<file path="src/rtl/lt_measure_pkg.sv">
// lt_measure_pkg: shared FSM encoding, box-position codes and timing constants for the
// latency tester and the video generator.
package lt_measure_pkg;

    typedef enum logic [2:0] {
        ST_IDLE,
        ST_ARM,
        ST_WAIT_VS,
        ST_MEASURE,
        ST_DONE
    } lt_state_t;

    localparam logic [1:0] LT_POS_TOPLEFT     = 2'd0;
    localparam logic [1:0] LT_POS_CENTER      = 2'd1;
    localparam logic [1:0] LT_POS_BOTTOMRIGHT = 2'd2;

    localparam int LT_US_DIV       = 27;
    localparam int LT_DEBOUNCE_CYC = 64;

    localparam logic [15:0] LT_RESULT_MAX = 16'hFFFF;
    localparam logic [7:0]  LT_FRAMES_MAX = 8'hFF;

endpackage

</file>
<file path="src/rtl/lt_sensor_filter.sv">
// lt_sensor_filter: 2-flop synchronizer for the photodiode comparator, followed by an
// optional hold-time debounce built only when LT_SENSOR_DEBOUNCE_EN is defined.
module lt_sensor_filter
    import lt_measure_pkg::*;
(
    input  logic i_clk,
    input  logic i_rst_n,
    input  logic i_sensor,
    output logic o_sens_f
);

    logic r_sync1;
    logic r_sync2;

    always_ff @(posedge i_clk or negedge i_rst_n) begin
        if (!i_rst_n) begin
            r_sync1 <= 1'b0;
            r_sync2 <= 1'b0;
        end else begin
            r_sync1 <= i_sensor;
            r_sync2 <= r_sync1;
        end
    end

`ifdef LT_SENSOR_DEBOUNCE_EN
    localparam int CW = $clog2(LT_DEBOUNCE_CYC);

    logic          r_sens;
    logic [CW-1:0] r_cnt;

    // The counter tracks consecutive cycles of disagreement; any agreement restarts it.
    always_ff @(posedge i_clk or negedge i_rst_n) begin
        if (!i_rst_n) begin
            r_sens <= 1'b0;
            r_cnt  <= '0;
        end else if (r_sync2 == r_sens) begin
            r_cnt  <= '0;
        end else if (r_cnt == CW'(LT_DEBOUNCE_CYC - 1)) begin
            r_sens <= r_sync2;
            r_cnt  <= '0;
        end else begin
            r_cnt  <= r_cnt + 1'b1;
        end
    end

    assign o_sens_f = r_sens;
`else
    assign o_sens_f = r_sync2;
`endif

endmodule

</file>
<file path="src/rtl/lt_measure.sv">
// lt_measure: display input-lag tester; times from the first VSYNC fall after arming to the
// photodiode seeing the box. Optional sensor debounce via LT_SENSOR_DEBOUNCE_EN.
module lt_measure
    import lt_measure_pkg::*;
#(
    parameter int P_US_DIV = LT_US_DIV
) (
    input  logic        clk27,
    input  logic        reset_n,
    input  logic        trigger,
    input  logic [1:0]  mode_in,
    input  logic        VSYNC_in,
    input  logic        sensor,
    output logic        lt_active,
    output logic [1:0]  lt_mode,
    output logic [15:0] lt_result,
    output logic [7:0]  lt_frames,
    output logic        lt_finished
);

    logic        w_sens_f;
    logic        w_vs_fall;
    logic        w_trig_rise;
    logic        w_wrap;
    logic        w_counting;
    logic        r_vs_prev;
    logic        r_trig_prev;
    lt_state_t   r_state;
    lt_state_t   w_next;
    logic [4:0]  r_presc;
    logic [15:0] r_result;
    logic [7:0]  r_frames;
    logic [1:0]  r_mode;
    logic        r_active;
    logic        r_finished;

    lt_sensor_filter u_filter (
        .i_clk    (clk27),
        .i_rst_n  (reset_n),
        .i_sensor (sensor),
        .o_sens_f (w_sens_f)
    );

    always_ff @(posedge clk27 or negedge reset_n) begin
        if (!reset_n) begin
            r_vs_prev   <= 1'b0;
            r_trig_prev <= 1'b0;
        end else begin
            r_vs_prev   <= VSYNC_in;
            r_trig_prev <= trigger;
        end
    end

    assign w_vs_fall   = r_vs_prev & ~VSYNC_in;
    assign w_trig_rise = trigger & ~r_trig_prev;

    always_ff @(posedge clk27 or negedge reset_n) begin
        if (!reset_n) r_state <= ST_IDLE;
        else          r_state <= w_next;
    end

    // Abort (trigger low) is tested before detection so it wins a same-cycle tie.
    always_comb begin
        w_next = r_state;
        case (r_state)
            ST_IDLE:    if (w_trig_rise) w_next = ST_ARM;
            ST_ARM:     w_next = !trigger ? ST_IDLE : (!w_sens_f ? ST_WAIT_VS : ST_ARM);
            ST_WAIT_VS: w_next = !trigger ? ST_IDLE : (w_vs_fall ? ST_MEASURE : ST_WAIT_VS);
            ST_MEASURE: w_next = !trigger ? ST_IDLE :
                                 ((w_sens_f || r_result == LT_RESULT_MAX) ? ST_DONE : ST_MEASURE);
            ST_DONE:    if (!trigger) w_next = ST_IDLE;
            default:    w_next = ST_IDLE;
        endcase
    end

    assign w_wrap     = r_presc == 5'(P_US_DIV - 1);
    assign w_counting = (r_state == ST_MEASURE) && (w_next == ST_MEASURE);

    // Only cycles that stay in MEASURE advance time, so a wrap on the exit cycle is dropped.
    always_ff @(posedge clk27 or negedge reset_n) begin
        if (!reset_n) begin
            r_presc    <= '0;
            r_result   <= '0;
            r_frames   <= '0;
            r_mode     <= '0;
            r_active   <= 1'b0;
            r_finished <= 1'b0;
        end else begin
            r_active   <= w_next == ST_MEASURE;
            r_finished <= w_next == ST_DONE;
            if (r_state == ST_IDLE && w_next == ST_ARM) begin
                r_presc  <= '0;
                r_result <= '0;
                r_frames <= '0;
                r_mode   <= mode_in;
            end else if (w_counting) begin
                r_presc <= w_wrap ? 5'd0 : r_presc + 5'd1;
                if (w_wrap && r_result != LT_RESULT_MAX) r_result <= r_result + 16'd1;
            end
            if (r_state == ST_MEASURE && w_vs_fall && r_frames != LT_FRAMES_MAX)
                r_frames <= r_frames + 8'd1;
        end
    end

    assign lt_active   = r_active;
    assign lt_mode     = r_mode;
    assign lt_result   = r_result;
    assign lt_frames   = r_frames;
    assign lt_finished = r_finished;

endmodule
</file>
<file path="config.mk">
export PLATFORM = sky130hd
export DESIGN_NAME = lt_measure
export DESIGN_NICKNAME = d
export VERILOG_FILES = /design/src/rtl/lt_measure_pkg.sv /design/src/rtl/lt_sensor_filter.sv /design/src/rtl/lt_measure.sv
export SDC_FILE = /design/constraint.sdc
export NUM_CORES = 1
export LEC_CHECK = 0
export ABC_AREA = 0
export BUFFER_PORTS_ARGS = -buffer_cell sky130_fd_sc_hd__buf_2
export CAP_MARGIN = 20
export CORE_ASPECT_RATIO = 1.1
export CORE_MARGIN = 4
export CORE_UTILIZATION = 50
export DETAILED_ROUTE_END_ITERATION = 10
export PLACE_DENSITY_LB_ADDON = 0.25
export SYNTH_ARGS = -nofsm -noshare
export SYNTH_HDL_FRONTEND = slang
export SYNTH_SLANG_ARGS = --single-unit
</file>
<file path="constraint.sdc">
create_clock -name clk27 -period 2.8 [get_ports clk27]
set_clock_uncertainty 0.15 [all_clocks]
set_input_delay 0.42 -clock clk27 [delete_from_list [all_inputs] [get_ports clk27]]
set_output_delay 0.42 -clock clk27 [all_outputs]
set_load 0.02 [all_outputs]
</file>
==> results of run 1 <==
## layout make-up
| cell class | instances | area (sq um) | share of cell area, % |
|---|---|---|---|
| timing repair buffer | 38 | 200 | 8.15 |
| tap | 52 | 65.1 | 2.65 |
| multi-input combinational | 170 | 1090 | 44.2 |
| clock inverter | 1 | 5.00 | 0.204 |
| inverter | 7 | 26.3 | 1.07 |
| sequential | 40 | 1000 | 40.8 |
| clock buffer | 6 | 72.6 | 2.95 |
## worst max-delay path: cells and delay by family (launching register included)
family | cells | cell delay, ns
DFF | 1 | 0.42
and+or+nand+nor | 3 | 1.00
buffers and inverters | 2 | 0.34
adders and majority gates | 1 | 0.18
AOI/OAI and AO/OA | 1 | 0.16
## path summary, 6_finish.rpt
check	endpoint	slack, ns
setup / recovery	lt_result[6]	0.46
hold / removal	u_filter.r_sync1	0.09
setup reg to reg	lt_result[6]	0.46
hold reg to reg	u_filter.o_sens_f	0.20
max in group asynchronous	lt_result[1]	1.85
min in group asynchronous	r_state[0]	0.10
## routing by layer
metal	wire (um)	part of all wire, %	global-route usage [%]	up-vias
met5	0	0	0	-
met2	2430	50	32.2	46
met3	217	4.4	4.44	5
met4	58	1.2	6.39	0
li1	-	-	-	937
met1	2200	45	25.4	968
## cell families (layout without fill, tap and decap cells)
logic type / after synthesis / count (layout) / synth area share, %
buffers and inverters: 16 / 52 / 3.31
xor gates and xnor gates: 1 / 1 / 0.407
DFF: 40 / 40 / 46.5
and+or+nand+nor: 105 / 105 / 28.1
AOI/OAI and AO/OA: 56 / 56 / 17.4
muxes: 4 / 4 / 1.92
adders and majority gates: 4 / 4 / 2.33
## power breakdown
part	total, uW	internal [uW]	switching [uW]
clock network	362	170	193
registers	617	597	19.3
logic	103	33.9	69.6
total	1080	801	282
## state kept, by name (all words and copies together) (netlist names)
signal / cells
lt_mode: 2
r_trig_prev: 1
u_filter.r_sync1: 1
lt_result: 16
lt_frames: 8
r_presc: 5
r_vs_prev: 1
lt_finished: 1
u_filter.o_sens_f: 1
r_state: 3
lt_active: 1
## cell usage in the layout, fill, tap and decap left out, drive strengths merged, types with 3 or more instances in the layout
cell type / synthesis / routed
clkbuf: 5 / 6
nor4b: 3 / 3
buf: 4 / 38
nand2b: 4 / 4
mux2i: 3 / 3
o22ai: 3 / 3
nor2: 6 / 6
or4: 12 / 12
inv: 7 / 7
nand3: 17 / 17
ha: 4 / 4
and3: 5 / 5
o31ai: 9 / 9
nand4: 6 / 6
o41ai: 3 / 3
and2: 4 / 4
nor3: 6 / 6
nor4: 3 / 3
o21ai: 8 / 8
nand2: 26 / 26
dfrtp: 40 / 40
a21oi: 15 / 15
or3: 3 / 3
## metrics by stage
stage                     util (%)  std cells  hold WS, ns  area, sq um  setup WS, ns
after global placement        58.7        307        0.185         2380         0.571
after floorplan                  -        226      -0.0256         2150         0.629
final                         60.6        314       0.0852         2460         0.464
after global routing          60.6        314       0.0689         2460         0.338
after detailed placement      58.7        307        0.187         2380         0.508
after CTS                     60.6        314       0.0772         2460         0.476
==> flow_metrics.tcl, run 1 <==
set metrics [dict create \
    outcome "completed" \
    wl_mm 4.91 \
    netlist_instances 226 \
    ir_drop_mv 0.287 \
    worstReg2RegStart "r_presc[0]" \
    wire_per_inst_um 15.6 \
    min_path_type "in2reg" \
    critPathSlowestCell "or4_1" \
    synth_cell_types 46 \
    grtUsageTotal_pct 19.6 \
    synthTopCellsByCount "dfrtp_1, nand2_1, nand3_1" \
    drt_first_iter_violations 121 \
    cts_resized 0 \
    fin_crit_sh_pct 83.4 \
    cts_setup_buffers 0 \
    antenna_found_initial 0 \
    drc 0 \
    cts-buffers-inserted 5 \
    die_h_um 76.8 \
    rsz0062_at_grt "no" \
    yosys_most_used_dff "dfrtp_1" \
    gp_congestion 0.799 \
    rr_worst_depth 7 \
    drv_slew 0 \
    grt_pass1_vias 1863 \
    final_layout_size_suffix_gt1_share_pct 19.5 \
    hold_viol_final 0 \
    powerDensity_nw_per_um2 441 \
    cts_tree "done" \
    grt_max_degree 41 \
    ys_top_cells_by_area "dfrtp_1, nand2_1, nand3_1" \
    port_buffers 34 \
    detail-route-antenna-nets 0 \
    path_max_fanout 9 \
    max-slew-margin-rel_pct 41.1 \
    coreArea_sq_um 4050 \
    leakage_uw 0.00114 \
    worstMarginPinSlew_ns 0.884 \
    setup-violations-final 0 \
    routed-via-count 1956 \
    yosysWarnings 0 \
    start_util_pct 53.1 \
    holdBufCountCts 0 \
    gr-total-overflow 0 \
    clock_path_buffers 2 \
    fmax_ghz 0.428 \
    total_power_uw 1080 \
    die_area_sq_um 5420 \
    end_kind "flip-flop" \
    fp.dieW_um 70.6 \
    ioPinCount 35 \
    finalCriticalPeriod_ns 2.34 \
    nets 273 \
    setup_tns_ns 0 \
    rows 24 \
    diodes 0 \
    yosysTopAreaCell "dfrtp_1" \
    min_from "sensor" \
    yosysTopAreaCellShare_pct 46.5 \
    min_path_cells 1 \
    cp-start-kind "flip-flop" \
    htreeDepth 2 \
    dp.final_hpwl_mm 3.45 \
    nFillCells 382 \
    cts.clk_slew.worst_paths_ns 0.07 \
    drtPass1Iterations 4 \
    clock_tree.root_cell "clkbuf_8" \
    syn-cell-area_sq_um 2150 \
    required_ns 2.87 \
    path_class "reg2reg" \
    cap_violations 0 \
    cts.sinks 40 \
    synth.most_common_cell "dfrtp_1" \
    critical_path_arrival_ns 2.40 \
    synth_seq_cells 40 \
    synth.net_count 237 \
    area_delta_synth_final_pct 14.1 \
    crit_start "r_presc[0]" \
    crit_chain "inv_1 > ha_1 > and4b_1 > nand3_1 > buf_4 > or4_1 > a21oi_1" \
    clk_latency_ns 0.29 \
    grt_first_pass_wirelength_mm 8.70 \
    vias_per_cell 6.23 \
    syn_avg_cell_area_sq_um 9.52 \
    synth_edf_count 0 \
    synthArstFlopShare_pct 100 \
    synth.yosys.seq_area_share_pct 46.5 \
    cpPeakStageDelay_ns 0.47 \
]
Power figures use the tool's default switching activity.
==> run 2, diff against run 1 <==
clock period = 1.9 ns   (was 2.8 ns; I/O delays follow)
==> flow_metrics.tcl, run 2 (synthesized netlist as in run 1, its figures left out) <==
set metrics [dict create \
    end_kind "flip-flop" \
    finalCriticalPeriod_ns 2.01 \
    path_max_fanout 6 \
    drc 0 \
    fp.dieW_um 70.6 \
    detail-route-antenna-nets 0 \
    drv_slew 0 \
    cpPeakStageDelay_ns 0.48 \
    r2r_end "lt_result[5]" \
    layout.cells.non_filler 356 \
    seq_area_sq_um 1010 \
    ir_drop_mv 0.457 \
    grtUsageTotal_pct 21.0 \
    start_util_pct 53.1 \
    clock_path_buffers 2 \
    wl_mm 5.70 \
    cp_common_cell "or4_4" \
    cts_tree "done" \
    vias_per_cell 6.12 \
    multi_input_area_sq_um 1200 \
    setup_tns_ns -0.848 \
    rows 24 \
    rsz0062_at_grt "yes" \
    final_cell_mix "buf_4, buf_2, dfrtp_1" \
    wire_per_inst_um 16.0 \
    powerDensity_nw_per_um2 583 \
    hold_viol_final 0 \
    crit_family "simple AND/OR/NAND/NOR gates" \
    nets 314 \
    critPathCapture "lt_result[5]" \
    fin_crit_sh_pct 106 \
    ioPinCount 35 \
    worstMarginPinSlew_ns 0.564 \
    worstReg2RegStart "r_presc[0]" \
    fmax_ghz 0.498 \
    whs_ns 0.0346 \
    min_path_type "in2reg" \
    required_ns 1.98 \
    max-slew-margin-rel_pct 62.2 \
    nFillCells 321 \
    grt_pass1_vias 2052 \
    violations "negative setup slack" \
    cts.sinks 40 \
    final_layout_size_suffix_gt1_share_pct 37.5 \
    coreArea_sq_um 4050 \
    routed-via-count 2177 \
    gr-total-overflow 0 \
    grt_max_degree 41 \
    cap_violations 0 \
    placed_cells 337 \
    area_delta_synth_final_pct 35.9 \
    critPathSlowestCell "or4_4" \
    port_buffers 34 \
    crit_start "r_presc[0]" \
    cts-buffers-inserted 5 \
    clock_tree.root_cell "clkbuf_8" \
    drt_first_iter_violations 175 \
    r2r_setup_slack_ns -0.11 \
    dp_worst_setup_slack_ns -0.102 \
    dp.final_hpwl_mm 3.74 \
    die_area_sq_um 5420 \
    crit_chain "inv_1 > ha_2 > nand4b_4 > or4_4 > or4_4 > a21oi_2" \
    largest_register_ffs 16 \
    cp-start-kind "flip-flop" \
    setup-violations-final 13 \
    critical_path_arrival_ns 2.09 \
    cts.clk_slew.worst_paths_ns 0.08 \
    leakage_uw 0.00138 \
    antenna_found_initial 0 \
    worst_slack_ns -0.109 \
    path_buf_inv 1 \
    total_power_uw 1700 \
    gp_congestion 0.886 \
    crit_cells 6 \
    path_class "reg2reg" \
    rr_worst_depth 6 \
    diodes 0 \
    drtPass1Iterations 4 \
    grt_first_pass_wirelength_mm 9.34 \
    outcome "finished, violations left" \
    die_h_um 76.8 \
    clk_latency_ns 0.29 \
    htreeDepth 2 \
]
## run 2: cell count changes in the layout (fill, tap and decap cells not counted), sizes merged
cell         previous run  this run
buf                    38        74
or4                    12        13
dlygate4sd3             0         4
clkinvlp                0         1
clkinv                  1         0
clkbuf                  6         7
## run 2: metal layers
metal	GRT usage, %	up-vias	wire length, um
met5	0	-	0
met3	5.23	17	381
li1	-	1021	-
met2	36.3	75	2750
met1	25.6	1064	2430
met4	6.58	0	141
## run 2: worst reg2reg max path: stages, from the launching register on
cell and delay [ns]:
dfrtp_1 0.38, inv_1 0.06, ha_2 0.20, nand4b_4 0.13, or4_4 0.48, or4_4 0.43, a21oi_2 0.12
## run 2: cell type report
| class | count | area share [%] |
|---|---|---|
| clock buffers | 7 | 2.95 |
| flip-flops and latches | 40 | 34.4 |
| inverters | 7 | 0.899 |
| well taps | 52 | 2.23 |
| clock inverters | 1 | 0.257 |
| repair buffers | 78 | 18.2 |
| multi-input cells | 171 | 41.0 |
## run 2: how the worst min path moves through the flow
stage          startpoint      endpoint  slack [ns]  cells past startpoint
2_1_floorplan     reset_n     lt_active       -0.16                      0
3_3_place_gp      reset_n  lt_frames[2]        0.12                      2
3_5_place_dp      reset_n    lt_mode[0]        0.13                      2
4_1_cts        mode_in[1]    lt_mode[1]        0.03                      3
5_1_grt        mode_in[1]    lt_mode[1]        0.04                      3
6_report       mode_in[0]    lt_mode[0]        0.03                      3
## run 2: through the flow
stage / area (sq um) / util, %
final: 2920 / 72.1
after detailed placement: 2630 / 65.0
after CTS: 2830 / 69.8
after global placement: 2630 / 65.0
after floorplan: 2180 / -
after global routing: 2920 / 72.1
## run 2: power breakdown
part | leakage [uW] | switching (uW) | total (uW) | internal, uW
combinational | 0.000803 | 127 | 209 | 82.2
clock | 0.0000445 | 298 | 593 | 295
sequential | 0.000536 | 21.1 | 901 | 880
total | 0.00138 | 446 | 1700 | 1260
## run 2: timing repair
item,4_1_cts,5_1_grt
setup endpoints to repair,16,30
hold buffers,4,0
buffers inserted,2,2
endpoints found under the hold margin,43,0
gates cloned,2,1
pin swaps,6,8
gates resized for setup,7,21
==> run 3, diff against run 2 <==
CORE_UTILIZATION = 32   (was 50)
CTS_CLUSTER_DIAMETER = 120   (was default)
MAX_ROUTING_LAYER = met4   (was default)
==> flow_metrics.tcl, run 3 (synthesized netlist as in run 1, its figures left out) <==
set metrics [dict create \
    start_util_pct 32.8 \
    min_from "mode_in[1]" \
    coreArea_sq_um 6560 \
    drt_first_iter_violations 103 \
    rsz0062_at_grt "yes" \
    layout_commonest_cell "buf_4" \
    layout.cells.non_filler 399 \
    dp.final_hpwl_mm 4.15 \
    r2r_setup_slack_ns -0.15 \
    r2r_end "lt_result[7]" \
    worstMarginPinSlew_ns 0.573 \
    grt_pass1_vias 2108 \
    clock_path_buffers 2 \
    powerDensity_nw_per_um2 553 \
    cts-buffers-inserted 5 \
    worstReg2RegStart "r_presc[0]" \
    ir_drop_mv 0.322 \
    gr-total-overflow 0 \
    nets 327 \
    fmax_ghz 0.489 \
    grtUsageTotal_pct 16.2 \
    fp.dieW_um 86.2 \
    gp_congestion 0.814 \
    cap_violations 0 \
    cts.clk_slew.worst_paths_ns 0.08 \
    fin_crit_sh_pct 108 \
    hold_viol_final 0 \
    final_cell_mix "buf_4, dfrtp_1, buf_2" \
    wl_mm 6.21 \
    die_h_um 94.0 \
    cts.sinks 40 \
    largest_register_ffs 16 \
    grt_max_degree 23 \
    finalCriticalPeriod_ns 2.05 \
    worst_slack_ns -0.146 \
    required_ns 1.98 \
    rows 31 \
    setup_tns_ns -1.33 \
    final_layout_size_suffix_gt1_share_pct 43.5 \
    area_delta_synth_final_pct 46.2 \
    min_path_cells 3 \
    drv_slew 0 \
    grt_first_pass_wirelength_mm 10.1 \
    setup-violations-final 12 \
    holdPathEnd "lt_mode[1]" \
    path_max_fanout 6 \
    end_kind "flip-flop" \
    antenna_found_initial 0 \
    drtPass1Iterations 4 \
    htreeDepth 2 \
    max-slew-margin-rel_pct 61.6 \
    port_buffers 34 \
    placed_cells 374 \
    critical_path_arrival_ns 2.13 \
    outcome "finished, violations left" \
    die_area_sq_um 8100 \
    routed-via-count 2167 \
    ioPinCount 35 \
    leakage_uw 0.00148 \
    drc 0 \
    path_class "reg2reg" \
    detail-route-antenna-nets 0 \
    diodes 0 \
    vias_per_cell 5.43 \
    cp-start-kind "flip-flop" \
    placed_area_sq_um 2720 \
    clock_tree.root_cell "clkbuf_8" \
    violations "negative setup slack" \
    rr_worst_depth 7 \
    min_path_type "in2reg" \
    final_area_sq_um 3150 \
    wire_per_inst_um 15.6 \
    cts_tree "done" \
    clk_latency_ns 0.30 \
]
run 3: final cells by class:
cell class / count / area, sq um
sequential: 40 / 1010
inverter: 7 / 26.3
clock buffer: 6 / 82.6
tap: 82 / 103
multi-input combinational: 170 / 1250
clock inverter: 2 / 10.0
timing repair buffer: 92 / 663
fill: 617 / 3410
run 3: what timing repair did:
item	4_1_cts	5_1_grt
pin swaps	4	11
setup endpoints to repair	14	30
hold endpoints to repair	21	0
gates cloned	0	1
resized for setup	12	34
hold buffers	4	0
setup buffers	10	2
run 3: routing by layer:
metal  vias up  track usage (%)  wire length, um
li1       1041                -                -
met1      1061             19.7             2690
met2        56             27.5             3090
met3         9             3.33              339
met4         0             4.29              102
met5         -                -                0
run 3: critical path, cell delays in order (launching register included):
cell	delay, ns
dfrtp_1	0.38
inv_1	0.06
ha_2	0.20
nand4b_4	0.11
or4_4	0.48
buf_6	0.16
or3_4	0.32
a21oi_2	0.11
run 3: worst max path at each step:
stage	startpoint	to	slack, ns	cells past startpoint
floorplan	r_presc[0]	lt_result[5]	-0.18	7
global placement	r_presc[0]	lt_result[9]	-0.07	6
detailed placement	r_presc[0]	lt_result[11]	-0.13	6
CTS	r_presc[0]	lt_result[7]	-0.14	7
global route	r_presc[0]	lt_result[11]	-0.22	7
finish	r_presc[0]	lt_result[7]	-0.15	7
run 3: metrics by stage:
stage / hold slack [ns] / utilization, % / worst slack (ns) / total power (uW)
floorplan: -0.161 / - / -0.176 / 1020
global placement: 0.125 / 41.6 / -0.0658 / 1120
detailed placement: 0.119 / 41.6 / -0.130 / 1120
CTS: 0.0321 / 45.7 / -0.135 / 1730
global route: 0.0300 / 48.0 / -0.221 / 1830
finish: 0.0313 / 48.0 / -0.146 / 1740
run 3: report_power, final:
part           switching (uW)  internal, uW
clock                     323           290
sequential               20.1           880
combinational             133          93.9
